$ cat src/rtl/uart_cmd_pkg.sv
// rtl/uart_cmd_pkg.sv - shared states, error codes and command constants for uart_cmd_ctrl
package uart_cmd_pkg;

    typedef enum logic [2:0] {
        ST_IDLE    = 3'd0,
        ST_CMD     = 3'd1,
        ST_ADDR    = 3'd2,
        ST_LEN     = 3'd3,
        ST_PAYLOAD = 3'd4,
        ST_CHK     = 3'd5,
        ST_COMMIT  = 3'd6
    } state_t;

    localparam logic [1:0] ERR_BAD_CMD = 2'd0;
    localparam logic [1:0] ERR_BAD_LEN = 2'd1;
    localparam logic [1:0] ERR_BAD_CHK = 2'd2;
    localparam logic [1:0] ERR_TIMEOUT = 2'd3;

    localparam logic [7:0] CMD_WRITE = 8'h01;

endpackage

$ cat src/rtl/uart_cmd_buf.sv
// rtl/uart_cmd_buf.sv - payload buffer, DEPTH x 8, one write port and one asynchronous read port
module uart_cmd_buf #(
    parameter int DEPTH = 16,
    parameter int AW    = 4
) (
    input  logic          clk,
    input  logic          we,
    input  logic [AW-1:0] waddr,
    input  logic [7:0]    wdata,
    input  logic [AW-1:0] raddr,
    output logic [7:0]    rdata
);

    logic [7:0] mem [DEPTH];

    always_ff @(posedge clk) begin
        if (we) begin
            mem[waddr] <= wdata;
        end
    end

    assign rdata = mem[raddr];

endmodule

$ cat src/rtl/uart_cmd_ctrl.sv
// rtl/uart_cmd_ctrl.sv - UART command frame parser and register-write engine; define UART_CMD_CHK_EN for the trailing checksum byte
module uart_cmd_ctrl
    import uart_cmd_pkg::*;
#(
    parameter int         MAX_LEN        = 16,
    parameter int         TIMEOUT_CYCLES = 200_000,
    parameter logic [7:0] SYNC_BYTE      = 8'hA5
) (
    input  logic       clk,
    input  logic       reset,
    input  logic [7:0] rx_data,
    input  logic       rx_valid,
    output logic       wr_en,
    output logic [7:0] wr_addr,
    output logic [7:0] wr_data,
    input  logic       wr_ready,
    output logic       frame_ok,
    output logic       frame_err,
    output logic [1:0] err_code,
    output logic       busy,
    output logic       overrun
);

    localparam int            AW        = (MAX_LEN > 1) ? $clog2(MAX_LEN) : 1;
    localparam int            TW        = $clog2(TIMEOUT_CYCLES + 1);
    localparam logic [TW-1:0] TCNT_LAST = TW'(TIMEOUT_CYCLES - 1);
    localparam logic [7:0]    LEN_MAX   = 8'(MAX_LEN);

    state_t        state_q, state_n;
    logic [7:0]    addr_q, addr_n;
    logic [7:0]    len_q, len_n;
    logic [7:0]    idx_q, idx_n;
    logic [TW-1:0] tcnt_q, tcnt_n;
    logic          wr_en_n, frame_ok_n, frame_err_n, overrun_n;
    logic [7:0]    wr_addr_n, wr_data_n;
    logic [1:0]    err_code_n;
    logic          go_commit, timed, expired;
    logic          buf_we;
    logic [AW-1:0] buf_waddr, buf_raddr;
    logic [7:0]    buf_rdata, first_data;

    uart_cmd_buf #(
        .DEPTH (MAX_LEN),
        .AW    (AW)
    ) u_buf (
        .clk   (clk),
        .we    (buf_we),
        .waddr (buf_waddr),
        .wdata (rx_data),
        .raddr (buf_raddr),
        .rdata (buf_rdata)
    );

    assign busy      = (state_q != ST_IDLE);
    assign buf_waddr = AW'(idx_q);
    assign buf_raddr = (state_q == ST_COMMIT) ? AW'(idx_q + 8'd1) : '0;
    // A one-byte frame can enter COMMIT in the same cycle its only byte is written
    assign first_data = (buf_we && (buf_waddr == buf_raddr)) ? rx_data : buf_rdata;
    assign timed      = (state_q != ST_IDLE) && (state_q != ST_COMMIT);
    assign expired    = timed && !rx_valid && (tcnt_q == TCNT_LAST);

`ifdef UART_CMD_CHK_EN
    logic [7:0] sum_q;

    always_ff @(posedge clk or posedge reset) begin
        if (reset) begin
            sum_q <= '0;
        end else if (rx_valid) begin
            if (state_q == ST_CMD) begin
                sum_q <= rx_data;
            end else if (state_q inside {ST_ADDR, ST_LEN, ST_PAYLOAD}) begin
                sum_q <= sum_q + rx_data;
            end
        end
    end
`endif

    always_comb begin
        state_n     = state_q;
        addr_n      = addr_q;
        len_n       = len_q;
        idx_n       = idx_q;
        tcnt_n      = '0;
        wr_en_n     = wr_en;
        wr_addr_n   = wr_addr;
        wr_data_n   = wr_data;
        frame_ok_n  = 1'b0;
        frame_err_n = 1'b0;
        err_code_n  = err_code;
        overrun_n   = overrun;
        buf_we      = 1'b0;
        go_commit   = 1'b0;

        if (timed && !rx_valid) begin
            tcnt_n = tcnt_q + TW'(1);
        end

        if (expired) begin
            state_n     = ST_IDLE;
            frame_err_n = 1'b1;
            err_code_n  = ERR_TIMEOUT;
        end else begin
            case (state_q)
                ST_IDLE: begin
                    if (rx_valid && (rx_data == SYNC_BYTE)) begin
                        state_n = ST_CMD;
                    end
                end
                ST_CMD: begin
                    if (rx_valid) begin
                        if (rx_data == CMD_WRITE) begin
                            state_n = ST_ADDR;
                        end else begin
                            state_n     = ST_IDLE;
                            frame_err_n = 1'b1;
                            err_code_n  = ERR_BAD_CMD;
                        end
                    end
                end
                ST_ADDR: begin
                    if (rx_valid) begin
                        addr_n  = rx_data;
                        state_n = ST_LEN;
                    end
                end
                ST_LEN: begin
                    if (rx_valid) begin
                        if ((rx_data == 8'd0) || (rx_data > LEN_MAX)) begin
                            state_n     = ST_IDLE;
                            frame_err_n = 1'b1;
                            err_code_n  = ERR_BAD_LEN;
                        end else begin
                            len_n   = rx_data;
                            idx_n   = '0;
                            state_n = ST_PAYLOAD;
                        end
                    end
                end
                ST_PAYLOAD: begin
                    if (rx_valid) begin
                        buf_we = 1'b1;
                        if (idx_q == len_q - 8'd1) begin
`ifdef UART_CMD_CHK_EN
                            state_n = ST_CHK;
`else
                            go_commit = 1'b1;
`endif
                        end else begin
                            idx_n = idx_q + 8'd1;
                        end
                    end
                end
`ifdef UART_CMD_CHK_EN
                ST_CHK: begin
                    if (rx_valid) begin
                        if (rx_data == sum_q) begin
                            go_commit = 1'b1;
                        end else begin
                            state_n     = ST_IDLE;
                            frame_err_n = 1'b1;
                            err_code_n  = ERR_BAD_CHK;
                        end
                    end
                end
`endif
                ST_COMMIT: begin
                    if (rx_valid) begin
                        overrun_n = 1'b1;
                    end
                    if (wr_en && wr_ready) begin
                        if (idx_q == len_q - 8'd1) begin
                            wr_en_n    = 1'b0;
                            frame_ok_n = 1'b1;
                            state_n    = ST_IDLE;
                        end else begin
                            idx_n     = idx_q + 8'd1;
                            wr_addr_n = wr_addr + 8'd1;
                            wr_data_n = buf_rdata;
                        end
                    end
                end
                default: state_n = ST_IDLE;
            endcase
        end

        if (go_commit) begin
            state_n   = ST_COMMIT;
            idx_n     = '0;
            wr_en_n   = 1'b1;
            wr_addr_n = addr_q;
            wr_data_n = first_data;
        end
    end

    always_ff @(posedge clk or posedge reset) begin
        if (reset) begin
            state_q   <= ST_IDLE;
            addr_q    <= '0;
            len_q     <= '0;
            idx_q     <= '0;
            tcnt_q    <= '0;
            wr_en     <= 1'b0;
            wr_addr   <= '0;
            wr_data   <= '0;
            frame_ok  <= 1'b0;
            frame_err <= 1'b0;
            err_code  <= '0;
            overrun   <= 1'b0;
        end else begin
            state_q   <= state_n;
            addr_q    <= addr_n;
            len_q     <= len_n;
            idx_q     <= idx_n;
            tcnt_q    <= tcnt_n;
            wr_en     <= wr_en_n;
            wr_addr   <= wr_addr_n;
            wr_data   <= wr_data_n;
            frame_ok  <= frame_ok_n;
            frame_err <= frame_err_n;
            err_code  <= err_code_n;
            overrun   <= overrun_n;
        end
    end

endmodule
$ cat config.mk
export PLATFORM = sky130hd
export DESIGN_NAME = uart_cmd_ctrl
export DESIGN_NICKNAME = d
export VERILOG_FILES = /design/src/rtl/uart_cmd_pkg.sv /design/src/rtl/uart_cmd_buf.sv /design/src/rtl/uart_cmd_ctrl.sv
export SDC_FILE = /design/constraint.sdc
export NUM_CORES = 1
export LEC_CHECK = 0
export BUFFER_PORTS_ARGS = -buffer_cell sky130_fd_sc_hd__buf_4
export CORE_AREA = 8 8 130 132
export CTS_BUF_LIST = sky130_fd_sc_hd__clkbuf_4 sky130_fd_sc_hd__clkbuf_8
export CTS_CLUSTER_SIZE = 8
export DETAILED_ROUTE_END_ITERATION = 16
export DIE_AREA = 0 0 138 140
export PLACE_DENSITY_LB_ADDON = 0.08
export SYNTH_ARGS = -nofsm -noshare
export SYNTH_HDL_FRONTEND = slang
export SYNTH_SLANG_ARGS = --single-unit
$ cat constraint.sdc
create_clock -name clk -period 2.8 [get_ports clk]
set_input_delay 0.14 -clock clk [delete_from_list [all_inputs] [get_ports clk]]
set_output_delay 0.14 -clock clk [all_outputs]
set_load 0.03 [all_outputs]
==> impl_metrics.toml, run 1 <==
[sta]
worst_pin_slew_ps = 677
finalHoldViolCount = 0
slew_viol_final = 0
whs_ps = 63.3
skew_ps = 17.4
finalCritPeriodShare_pct = 95.8
period_needed_ps = 2680
fmax_ghz = 0.373
setup_violations = 0
maxSlewHeadroom_pct = 54.7

[cts]
clk_pin_slew_worst_paths_ps = 100
cts_tree = "built"
clock-sinks = 195
numCtsBuffers = 17
cts.path.max_buffers = 2
clock_latency_ps = 470
cts_root_buffer = "clkbuf_8"
h-tree-depth = 4

[worst_setup_path]
cp.required_ps = 3150
criticalPathCategory = "reg2reg"
cp.arrival_ps = 3040
end_kind = "register"
critical_path_peak_fanout = 6
startpoint_type = "register"
rr_worst_depth = 7

[grt]
top_usage_layer = "met2"
met2_usage_pct = 35.4
grt-ovfl-total = 0
grt_antenna_before_repair = 0
grt_pass1_wl_um = 32800
grt_pass1_vias = 5938
grt_util_met3_pct = 4.73
grtUsageTotal_pct = 21.5
grt_max_degree = 56
use_met1_pct = 26.6

[synth]
synthDominantCellAreaShare_pct = 44.0
post-synth-top-count-cell = "edfxtp_1"
synth_seq_cells = 195
yosysTopAreaCell = "edfxtp_1"
ys_top_cells_by_count = "edfxtp_1, dfrtp_1, nor2_1, nand2_1, nor3_1"
syn_avg_cell_area_um2 = 12.7
yosysUniqueCellTypes = 61
async_flop_share_pct = 34.4
synth_edf_count = 128
synthFlopType = "edfxtp_1"
synth_warnings = 0
mappedNetlistArea_mm2 = 0.00873
synthTopCellsByArea = "edfxtp_1, dfrtp_1, mux2_2, nor2_1, mux4_2"
syn_nets = 706
ys_seq_area_share_pct = 63.2
syn_inst = 687

[die]
io_pins = 35
num_rows = 45
fp.coreArea_mm2 = 0.0149
start_util_pct = 58.8
die_h_um = 140
die_x_um = 138
die-area_mm2 = 0.0193

[placement]
gp_congestion = 0.900
dpl.hpwl_um = 13900
portBuffers = 34

[detailed_routing]
drt_iter0_drc = 464
viasPerCell = 6.24
ant_nets = 0
vias = 5919
first_pass_iters = 6
route.detailed.drc = 0
wirelength_um = 20700
wl_per_cell_um = 21.8

[final_layout]
regArea_mm2 = 0.00552
n_antenna_cell = 0
drive_above_1_share_pct = 20.7
multiInputGateArea_mm2 = 0.00309
syn2layout_area_growth_pct = 13.1
fillers = 1145
layout.nets = 766

[power_and_ir_drop]
p_leak_nw = 3.61
power.density_mw_per_mm2 = 755
total_power_mw = 7.46
ir_drop_uv = 580

[min_path]
min_delay_path_depth = 1
hold_path_class = "in2reg"

[run]
maxCapViolCount = 0

[outcome]
status = "complete, no violations"
-- critical path, cell delays in order (launching register included) --
cell and delay, ps:
dfrtp_1 460, or4_4 600, nor3_1 310, a211oi_4 170, a211oi_4 470, nor3_2 160
a311oi_1 310, nor3_1 90
-- cell families (layout without fill, tap and decap cells) --
kind of cell / after synthesis / count (layout) / share of synthesized area (%)
DFF: 195 / 195 / 63.2
muxes: 48 / 48 / 7.15
buffers and inverters: 46 / 119 / 2.13
adders and majority gates: 7 / 7 / 1.00
AOI/OAI and AO/OA: 138 / 138 / 10.9
xor gates and xnor gates: 29 / 29 / 2.91
and+or+nand+nor: 224 / 224 / 12.7
-- repair_timing --
item	CTS	global route
endpoints found under the hold margin	30	0
setup endpoints to repair	0	25
hold buffers	2	0
buffers inserted	0	1
gates resized for setup	0	13
-- stage by stage --
step / TNS (ps) / setup WS (ps) / utilization [%] / instance area, um2 / std cells
global placement: 0 / 161 / 63.2 / 9400 / 912
CTS: 0 / 10.7 / 65.9 / 9790 / 946
finish: 0 / 117 / 66.5 / 9880 / 948
global route: -243 / -68.4 / 66.5 / 9880 / 948
detailed placement: 0 / 31.9 / 63.2 / 9400 / 912
floorplan: 0 / 317 / - / 8730 / 687
-- path summary, 6_finish.rpt --
check	startpoint	endpoint	slack (ps)
setup reg to reg	len_q[3]	wr_addr[6]	120
hold reg to reg	overrun	overrun	480
hold / removal	rx_data[0]	u_buf.mem[11][0]	60
setup / recovery	len_q[3]	wr_addr[6]	120
max in group asynchronous	reset	wr_data[6]	1840
min in group asynchronous	reset	tcnt_q[10]	330
-- cell type report --
class | instances | area share [%]
clock inverters | 13 | 1.10
flip-flops and latches | 195 | 55.9
clock buffers | 19 | 2.65
repair buffers | 73 | 6.15
inverters | 14 | 0.532
well taps | 188 | 2.38
multi-input cells | 446 | 31.3
-- state kept, by name, summed over array words and instances (netlist names) --
register / flops
idx_q: 8
wr_en: 1
len_q: 8
wr_addr: 8
err_code: 2
frame_err: 1
state_q: 3
u_buf.mem: 128
tcnt_q: 18
wr_data: 8
overrun: 1
addr_q: 8
frame_ok: 1
-- cells in the final DEF, fill, tap and decap left out, types with 4 or more instances in the layout --
| cell | synthesis | routed |
|---|---|---|
| clkbuf_8 | 0 | 19 |
| and3_1 | 8 | 8 |
| inv_1 | 14 | 15 |
| a211oi_1 | 6 | 6 |
| nor3_1 | 28 | 26 |
| and2_1 | 5 | 5 |
| xor2_1 | 16 | 15 |
| a31oi_1 | 9 | 9 |
| mux2_2 | 25 | 25 |
| dfrtp_1 | 67 | 65 |
| buf_4 | 0 | 67 |
| o21ai_0 | 24 | 23 |
| nand4_1 | 8 | 8 |
| a21oi_1 | 27 | 27 |
| mux4_2 | 9 | 9 |
| mux2i_1 | 14 | 14 |
| or3_1 | 11 | 11 |
| xnor2_1 | 13 | 13 |
| nand2b_1 | 6 | 6 |
| clkinv_2 | 0 | 4 |
| o211ai_1 | 21 | 21 |
| a22oi_1 | 6 | 6 |
| o22a_1 | 7 | 7 |
| nor2_1 | 66 | 65 |
| nor2b_1 | 6 | 6 |
| nand2_1 | 46 | 45 |
| nand3_1 | 19 | 19 |
| o22ai_1 | 16 | 16 |
| ha_1 | 7 | 6 |
| edfxtp_1 | 128 | 128 |
-- metal layers --
layer | share of wire (%) | vias to the layer above
met1 | 41 | 2943
met3 | 5.9 | 39
met2 | 50 | 224
met4 | 3.0 | 0
met5 | 0 | -
li1 | - | 2713
-- report_power, final --
part	switching, mW	total, mW	internal, mW
Combinational	1.39	2.28	0.895
Clock	0.959	1.71	0.748
Sequential	0.182	3.47	3.28
Total	2.53	7.46	4.93
Note: power is estimated with default switching activity, not from simulation.
==> run 2, diff against run 1 <==
- CORE_AREA: 8 8 130 132 -> 8 8 161 163
- DIE_AREA: 0 0 138 140 -> 0 0 169 171
- RECOVER_POWER: unset -> 25
==> impl_metrics.toml, run 2 (synthesis results as in run 1) <==
[grt]
grt_max_degree = 55
grt_antenna_before_repair = 0
grtUsageTotal_pct = 16.3
grt-ovfl-total = 0
grt_pass1_vias = 5867
grt_pass1_wl_um = 35100

[die]
io_pins = 35
fp.coreArea_mm2 = 0.0233
die_h_um = 171
die_x_um = 169
die-area_mm2 = 0.0289
start_util_pct = 37.5
num_rows = 56

[detailed_routing]
route.detailed.drc = 0
vias = 5823
first_pass_iters = 5
viasPerCell = 5.37
drt_iter0_drc = 551
wirelength_um = 22900
wl_per_cell_um = 21.1
ant_nets = 0

[final_layout]
top_regs = "u_buf.mem (128), tcnt_q (18)"
drive_above_1_share_pct = 20.5
layout.cells.non_filler = 1084
n_antenna_cell = 0
largest_register = "u_buf.mem"
final_common_cell = "edfxtp_1"
syn2layout_area_growth_pct = 15.2
layout.nets = 771
largest_reg_flops = 128
layout_common_cells = "edfxtp_1, buf_4, nor2_1, dfrtp_1, nand2_1"

[cts]
clock-sinks = 195
numCtsBuffers = 17
cts.path.max_buffers = 2
clk_pin_slew_worst_paths_ps = 110
cts_tree = "built"
cts_root_buffer = "clkbuf_8"
h-tree-depth = 4
clock_latency_ps = 470

[placement]
dp_cells = 1049
gp_congestion = 0.831
portBuffers = 34
dpl.hpwl_um = 15400

[sta]
totalNegativeSetupSlack_ps = 0
slew_viol_final = 0
worst_pin_slew_ps = 1450
setup_violations = 0
maxSlewHeadroom_pct = 3.47
skew_ps = 19.4
rsz0062_at_grt = "yes"
finalCritPeriodShare_pct = 94.0
fmax_ghz = 0.380
period_needed_ps = 2630
finalHoldViolCount = 0

[min_path]
hold_path_class = "in2reg"

[worst_setup_path]
cp.required_ps = 3180
crit_family = "compound AO/OA/AOI/OAI gates"
path_cells = "or4_4 -> nor4_4 -> a211oi_2 -> a211o_4 -> o31ai_4 -> a21oi_1 -> o22ai_1"
max_stage_delay_ps = 600
r2r_slack_ps = 170
criticalPathCategory = "reg2reg"
critical_path_peak_fanout = 9
cp_slowest_cell = "or4_4"
critical_path_buf_inv_count = 0
end_kind = "register"
startpoint_type = "register"
cp.arrival_ps = 3010

[power_and_ir_drop]
power.density_mw_per_mm2 = 762
total_power_mw = 7.67
ir_drop_uv = 349
p_leak_nw = 3.61

[run]
maxCapViolCount = 0

[outcome]
status = "complete, no violations"
[run 2: cell count changes in the layout (fill, tap and decap cells not counted), moves of 2 or more]
cell	previous run	this run
inv_6	2	4
clkinv_8	0	2
clkbuf_1	0	7
clkinv_4	3	0
inv_8	0	4
clkinv_2	4	1
clkbuf_8	19	17
inv_1	15	13
[run 2: tightest hold or removal path, cell delays in order]
cell	delay (ps)
buf_4	100
nand2_1	50
o21ai_0	140
a21oi_1	80
[run 2: worst paths after layout]
check                          from          to  cells after the start
max                        len_q[3]    idx_q[7]                      7
max reg2reg                len_q[3]    idx_q[7]                      7
min reg2reg                 overrun     overrun                      1
max in group asynchronous     reset   tcnt_q[7]                      4
min                        wr_ready  state_q[1]                      4
min in group asynchronous     reset  wr_data[5]                      3
[run 2: cell type report]
class / count / area (um2)
timing repair buffer: 78 / 589
inverter: 14 / 52.6
sequential: 195 / 5520
multi-input combinational: 446 / 3100
tap: 319 / 399
fill: 2169 / 13200
clock buffer: 18 / 241
clock inverter: 14 / 163
[run 2: repair_timing]
item / CTS / global route
setup buffers: 0 / 1
gates resized for setup: 0 / 13
hold buffers: 2 / 0
endpoints found under the setup margin: 0 / 24
hold endpoints to repair: 32 / 0
[run 2: through the flow]
step                      instance area, um2  util (%)  hold slack [ps]  setup WS (ps)
after floorplan                         8730         -              239            317
after global placement                  9600      41.3              300            112
after detailed placement                9600      41.3              305           38.7
after CTS                              10000      43.1             19.5           5.14
after global routing                   10100      43.3             75.1          -12.6
final                                  10100      43.3             75.7            168
[run 2: routing by layer]
layer	wire length [um]	global-route usage, %
met5	0	0
met4	438	5.43
met3	976	2.95
met2	11100	26.8
met1	10400	21.4
[run 2: report_power, final]
group	internal, mW	switching, mW	total [mW]
combinational	0.889	1.43	2.32
sequential	3.29	0.189	3.47
clock	0.762	1.11	1.87
